$ cat config.mk
export PLATFORM = sky130hd
export DESIGN_NAME = mem_port_arbiter
export DESIGN_NICKNAME = d
export VERILOG_FILES = /design/src/rtl/mem_port_arbiter_pkg.sv /design/src/rtl/rr_pick.sv /design/src/rtl/mem_port_arbiter.sv
export SDC_FILE = /design/constraint.sdc
export NUM_CORES = 1
export LEC_CHECK = 0
export ABC_CLOCK_PERIOD_IN_PS = 3100
export BUFFER_PORTS_ARGS = -buffer_cell sky130_fd_sc_hd__buf_4
export CORE_MARGIN = 3
export CORE_UTILIZATION = 51
export CTS_CLUSTER_DIAMETER = 50
export DETAILED_ROUTE_END_ITERATION = 10
export PLACE_DENSITY = 0.79
export SLEW_MARGIN = 20
export SYNTH_ARGS = -nofsm -noshare
export SYNTH_HDL_FRONTEND = slang
export SYNTH_HIERARCHICAL = 1
export SYNTH_SLANG_ARGS = --single-unit
$ cat constraint.sdc
create_clock -name clk -period 3.1 [get_ports clk]
set_clock_uncertainty 0.15 [all_clocks]
set_input_delay 0.465 -clock clk [delete_from_list [all_inputs] [get_ports clk]]
set_output_delay 0.465 -clock clk [all_outputs]
set_load 0.05 [all_outputs]
$ cat src/rtl/mem_port_arbiter_pkg.sv
// Shared definitions for the data-memory read-port arbiter: slot state codes
// and the address/data word width.
`ifndef MEM_PORT_ARBITER_PKG_SV
`define MEM_PORT_ARBITER_PKG_SV

`define SLOT_IDLE 2'd0
`define SLOT_PEND 2'd1
`define SLOT_WAIT 2'd2

package mem_port_arbiter_pkg;
  localparam int AW = 16;
  typedef logic [AW-1:0] word_t;
endpackage

`endif

$ cat src/rtl/rr_pick.sv
// Round-robin picker: first set bit of req scanning upward from start, wrapping
// modulo N. Purely combinational.
module rr_pick #(
  parameter int N  = 2,
  parameter int PW = 1
) (
  input  logic [N-1:0]  req,
  input  logic [PW-1:0] start,
  output logic          found,
  output logic [PW-1:0] idx
);
  always_comb begin
    found = 1'b0;
    idx   = '0;
    for (int k = 0; k < N; k++) begin
      if (!found && req[(int'(start) + k) % N]) begin
        found = 1'b1;
        idx   = PW'((int'(start) + k) % N);
      end
    end
  end
endmodule

$ cat src/rtl/mem_port_arbiter.sv
// Shares one memory read port among NREQ single-outstanding requesters:
// round-robin issue, capped in-flight count, responses routed by address.
module mem_port_arbiter
  import mem_port_arbiter_pkg::*;
#(
  parameter int NREQ    = 2,
  parameter int MAX_OUT = 4,
  parameter int CW      = 4
) (
  input  logic             clk,
  input  logic             rst_n,
  input  logic [NREQ-1:0]  req_re,
  input  logic [AW*NREQ-1:0] req_addr,
  output logic [NREQ-1:0]  req_busy,
  output logic [NREQ-1:0]  rsp_valid,
  output logic [AW-1:0]    rsp_data,
  output logic             mem_re,
  output logic [AW-1:0]    mem_raddr,
  input  logic             mem_ready,
  input  logic [AW-1:0]    mem_addr_out,
  input  logic [AW-1:0]    mem_data_out
);
  localparam int PW = (NREQ > 1) ? $clog2(NREQ) : 1;

  logic [NREQ-1:0][1:0] st_q, st_d;
  word_t [NREQ-1:0]     addr_q, addr_d;
  logic [PW-1:0]        rr_ptr_q, rr_ptr_d;
  logic [CW-1:0]        out_cnt_q, out_cnt_d;
  logic                 mem_re_q, mem_re_d;
  word_t                mem_raddr_q, mem_raddr_d;
  logic [NREQ-1:0]      rsp_valid_q, rsp_valid_d;
  word_t                rsp_data_q, rsp_data_d;

  logic [NREQ-1:0] pend;
  logic            found;
  logic [PW-1:0]   win;
  logic            issue;

  always_comb begin
    pend     = '0;
    req_busy = '0;
    for (int i = 0; i < NREQ; i++) begin
      pend[i]     = (st_q[i] == `SLOT_PEND);
      req_busy[i] = (st_q[i] != `SLOT_IDLE);
    end
  end

  rr_pick #(.N(NREQ), .PW(PW)) u_pick (
    .req   (pend),
    .start (rr_ptr_q),
    .found (found),
    .idx   (win)
  );

  assign issue = found && (out_cnt_q < CW'(MAX_OUT));

  // Accept, issue and response touch disjoint slot states (IDLE/PEND/WAIT),
  // so all three can be applied to the same next-state without conflict.
  always_comb begin
    st_d        = st_q;
    addr_d      = addr_q;
    rr_ptr_d    = rr_ptr_q;
    out_cnt_d   = out_cnt_q;
    mem_re_d    = issue;
    mem_raddr_d = mem_raddr_q;
    rsp_valid_d = '0;
    rsp_data_d  = rsp_data_q;
    for (int i = 0; i < NREQ; i++) begin
      if (st_q[i] == `SLOT_IDLE && req_re[i]) begin
        st_d[i]   = `SLOT_PEND;
        addr_d[i] = req_addr[AW*i +: AW];
      end
      if (mem_ready && st_q[i] == `SLOT_WAIT && addr_q[i] == mem_addr_out) begin
        st_d[i]        = `SLOT_IDLE;
        rsp_valid_d[i] = 1'b1;
        rsp_data_d     = mem_data_out;
      end
    end
    if (issue) begin
      st_d[win]   = `SLOT_WAIT;
      mem_raddr_d = addr_q[win];
      rr_ptr_d    = (int'(win) == NREQ - 1) ? '0 : win + PW'(1);
    end
    // Unmatched responses still retire a memory read; floor at zero after reset.
    if (issue && !mem_ready)
      out_cnt_d = out_cnt_q + CW'(1);
    else if (!issue && mem_ready && out_cnt_q != '0)
      out_cnt_d = out_cnt_q - CW'(1);
  end

  always_ff @(posedge clk or negedge rst_n) begin
    if (!rst_n) begin
      st_q        <= '0;
      addr_q      <= '0;
      rr_ptr_q    <= '0;
      out_cnt_q   <= '0;
      mem_re_q    <= 1'b0;
      mem_raddr_q <= '0;
      rsp_valid_q <= '0;
      rsp_data_q  <= '0;
    end else begin
      st_q        <= st_d;
      addr_q      <= addr_d;
      rr_ptr_q    <= rr_ptr_d;
      out_cnt_q   <= out_cnt_d;
      mem_re_q    <= mem_re_d;
      mem_raddr_q <= mem_raddr_d;
      rsp_valid_q <= rsp_valid_d;
      rsp_data_q  <= rsp_data_d;
    end
  end

  assign mem_re    = mem_re_q;
  assign mem_raddr = mem_raddr_q;
  assign rsp_valid = rsp_valid_q;
  assign rsp_data  = rsp_data_q;
endmodule

==> results.md <==
Run status:
- The flow ran to the end, and the final reports show no timing, DRC or antenna violations.

Detailed routing:
- The final layout contains routed wiring with a total length of 7796 um.
- The violation count after the first detailed-routing iteration is ~130.
- After detailed routing, the number of remaining DRC violations is 0.
- The number of vias per cell after detailed routing is roughly 5.2.
- The final route contains 2443 vias.
- Once detail routing completed, the nets flagged for antenna violations numbered 0.
- The detailed-router iteration count before antenna repair is 4.
- Dividing the detail-routed wire length by the instance count gives 16.73 um.

Placed design:
- The half-perimeter wire length after placement is 5710 um.
- The total placed instance area is 4342 um^2.
- Buffers placed on the I/O ports in this run total 105.
- The weighted congestion at the end of routability-driven global placement is 0.7704.

Yosys:
- The synthesized cell area is between 3000 and 4000 um^2.
- The synthesis-stage register bit count is 76.
- Synthesis produced 271 cells.
- For this run, the number of Yosys warnings is 6.
- The largest total area in the synthesized netlist belongs to sky130_fd_sc_hd__dfrtp_1.
- After synthesis, the netlist uses 32 different library cells.
- The share of synthesized area in the top cell type comes to roughly 55%.
- Counting every net in the synthesized netlist gives 343.
- A synthesized cell averages 12.74 um^2.
- The part of the Yosys area used for sequential elements is 55.07%.
- By area the synthesized netlist is led by sky130_fd_sc_hd__dfrtp_1 55%, sky130_fd_sc_hd__mux2_2 16%, sky130_fd_sc_hd__xor2_1 4.8%.

Timing:
- The number of setup violations in the final report is 0.
- For the pin with the worst max-slew slack, the measured transition is 0.9277 ns.
- The number of hold-slack violations in the final timing report is 0.
- The worst pin sits at a relative slew slack of 38.15%.
- The final-layout setup total negative slack is 0 ns.
- The fmax is between 300 and 400 MHz.
- Setup repair after global routing left no endpoint under its margin.
- The routed design could run at a clock period as short as 2.606 ns.
- The final critical path takes up 84.08% of the cycle.
- The count of pins over their slew limit was 0.
- The final-layout worst hold slack is ~0.12 ns.

Floorplanning:
- The starting density of the core is a little over half.
- The die is between 80 and 90 um wide.
- The die footprint is between 7000 and 8000 um^2.
- After floorplanning, the core was sized to cover 6459 um^2.
- The count of pins on the block boundary is 106.
- The die span in y is between 80 and 90 um.
- After floorplanning, the core was divided into 29 placement rows.

Critical path:
- The data arrival at the endpoint of the critical path is ~2.7 ns.
- The depth of the most critical reg-to-reg path is 9.
- The critical path starts at st_q[0].
- The endpoint of the worst-slack reg-to-reg timing path is out_cnt_q[3].
- STA classifies the critical path endpoint as a register.
- The critical path in this run is classified as register to register.
- The worst setup path is launched from a register.
- The startpoint identified for the worst register-to-register timing path is st_q[0].
- The setup check on the worst reg-to-reg path leaves a slack of 0.49 ns.
- In this run the worst path has a maximum fanout of 4.
- For the worst setup path, the data required time is 3.17 ns.

CTS:
- The tree is rooted in a sky130_fd_sc_hd__clkbuf_8.
- In this run, post-CTS hold repair placed 0 buffers.
- The number of clock sinks seen by CTS is 76.
- After clock tree synthesis, the clock-pin slew on the worst setup and hold paths is ~0.08 ns.
- The clock network latency to the later pin of the worst-skew pair is 0.34 ns.
- In this run, CTS created clock tree buffers numbering 9.
- The buffer levels on the longest clock path is 2.
- TritonCTS built the clock tree.
- The number of buffers added for setup after CTS is 0.
- The H-tree level count is 3.
- Once the clock tree was built, the resizer swapped 0 gates to a different size.

Global routing:
- The wire length of the first global-routing pass is 12420 um.
- The global-route usage over all layers is 21.05%.
- The initial antenna violation count came to 0.
- The total congestion overflow is 0.
- The number of global-route vias before repair is 2562.
- Entering global routing, the biggest net connects 77 pins.

Pwr:
- Of the total power, combinational logic draws ~13%.
- The worst supply voltage drop on vdd is 0.0003150 V.
- For this design the total switching power over the nets is 515.7 uW.
- Net switching is 24.16% of the power.
- The part of the total power dissipated in the clock network is a little over a third.
- Of the total power, registers draw between 50 and 60%.
- The leakage power is approximately 0.0022 uW.
- The internal portion of the total power is around 1600 uW.
- Power spread over the standard cell area amounts to between 400 and 500 nW/um^2.

Final layout:
- Summing all non-filler instances in the final layout gives an area of 4544 um^2.
- Measured on the finished design, the core utilization comes to between 70 and 80%.
- The top cell types in the final layout, fill and taps aside, are 111 x sky130_fd_sc_hd__buf_4, 76 x sky130_fd_sc_hd__dfrtp_1, 50 x sky130_fd_sc_hd__mux2_2, 21 x sky130_fd_sc_hd__nand2_1.
- After the last flow step, the layout net total stands at 456.
- Cells with a size suffix above 1 make up between 40% and 50% of the layout.
- The area growth from synthesis to layout is 31.59%.
- The most common library cell in the layout ignoring fill and taps is sky130_fd_sc_hd__buf_4.
- The repair_antennas step left the layout with diodes totalling 0.

Min path:
- The path type of the worst min-delay path is primary input to asynchronous set/reset pin.

Flow run:
- The number of maximum-capacitance violations is 0.
## worst max-delay path, cell delays in order, from the launching register on
cell	delay, ns
sky130_fd_sc_hd__dfrtp_1	0.40
sky130_fd_sc_hd__nor2b_1	0.21
sky130_fd_sc_hd__or2_1	0.14
sky130_fd_sc_hd__or3b_2	0.45
sky130_fd_sc_hd__nor2_1	0.18
sky130_fd_sc_hd__inv_1	0.12
sky130_fd_sc_hd__ha_1	0.29
sky130_fd_sc_hd__a21o_1	0.18
sky130_fd_sc_hd__a211oi_1	0.27
sky130_fd_sc_hd__xnor2_1	0.11
## cell usage after synthesis (all sizes together)
library cell	count
mux2i	16
a211oi	1
o21a	1
buf	1
nor2	8
nor4	3
o22a	1
nor3	2
nand2	21
xor2	19
nand4b	1
or3b	1
o32ai	1
nand3	3
nand4	2
nor2b	2
fa	1
or4	2
o22ai	1
ha	2
clkbuf	8
a21boi	1
xnor2	16
a21oi	1
inv	7
a21o	1
or2	3
dfrtp	76
o21ai	19
mux2	50
## cells by family (layout without fill, tap and decap cells)
group | Yosys count | after routing | share of synthesized area [%]
flip-flops | 76 | 76 | 55.07
buffers and inverters | 16 | 134 | 2.065
XOR/XNOR | 35 | 35 | 8.877
AND/OR/NAND/NOR | 48 | 48 | 6.739
AO/OA/AOI/OAI | 27 | 27 | 5.000
adder cells (fa/ha/maj) | 3 | 3 | 1.304
multiplexers | 66 | 66 | 20.94
## state kept, by name, summed over array words and instances (netlist names)
| register | count |
|---|---|
| addr_q | 32 |
| mem_raddr | 16 |
| rsp_data | 16 |
| out_cnt_q | 4 |
| st_q | 4 |
| rsp_valid | 2 |
| mem_re | 1 |
| rr_ptr_q | 1 |
## how the worst max path moves through the flow
stage                              end  slack (ns)  cells past startpoint
after floorplan           out_cnt_q[3]        0.55                     10
after global placement    rsp_data[10]        0.49                      7
after detailed placement   rsp_data[0]        0.44                      7
after CTS                 out_cnt_q[3]        0.49                      9
after global routing      out_cnt_q[3]        0.37                      9
final                     out_cnt_q[3]        0.49                      9
## per-stage QoR
stage	power (uW)	instances	setup WS [ns]
floorplan	1257	271	0.5531
global placement	1380	450	0.4895
detailed placement	1393	450	0.4441
CTS	2148	466	0.4905
global route	2243	466	0.3697
finish	2135	466	0.4936
## final cells by class
cell class	instances	area, um^2
repair buffers	111	833.3
fillers	503	1914
well taps	77	96.34
flip-flops and latches	76	1902
inverters	7	26.28
clock inverters	4	47.55
multi-input cells	179	1484
clock buffers	12	155.1
## power by group through the flow
stage | registers [uW] | clock network (uW) | logic (uW)
final | 1100 | 763 | 276
after global routing | 1100 | 828 | 312
after CTS | 1100 | 773 | 279
after detailed placement | 1110 | 0 | 278
after global placement | 1110 | 0 | 268
after floorplan | 1100 | 0 | 155
## layer usage
layer / vias to the layer above / global-route usage (%) / share of wire (%)
met2: 52 / 35.35 / 51
met4: 0 / 7.830 / 2.1
li1: 1166 / - / -
met3: 14 / 4.283 / 3.5
met5: - / 0 / 0
met1: 1211 / 27.02 / 43
Power figures use the tool's default switching activity.
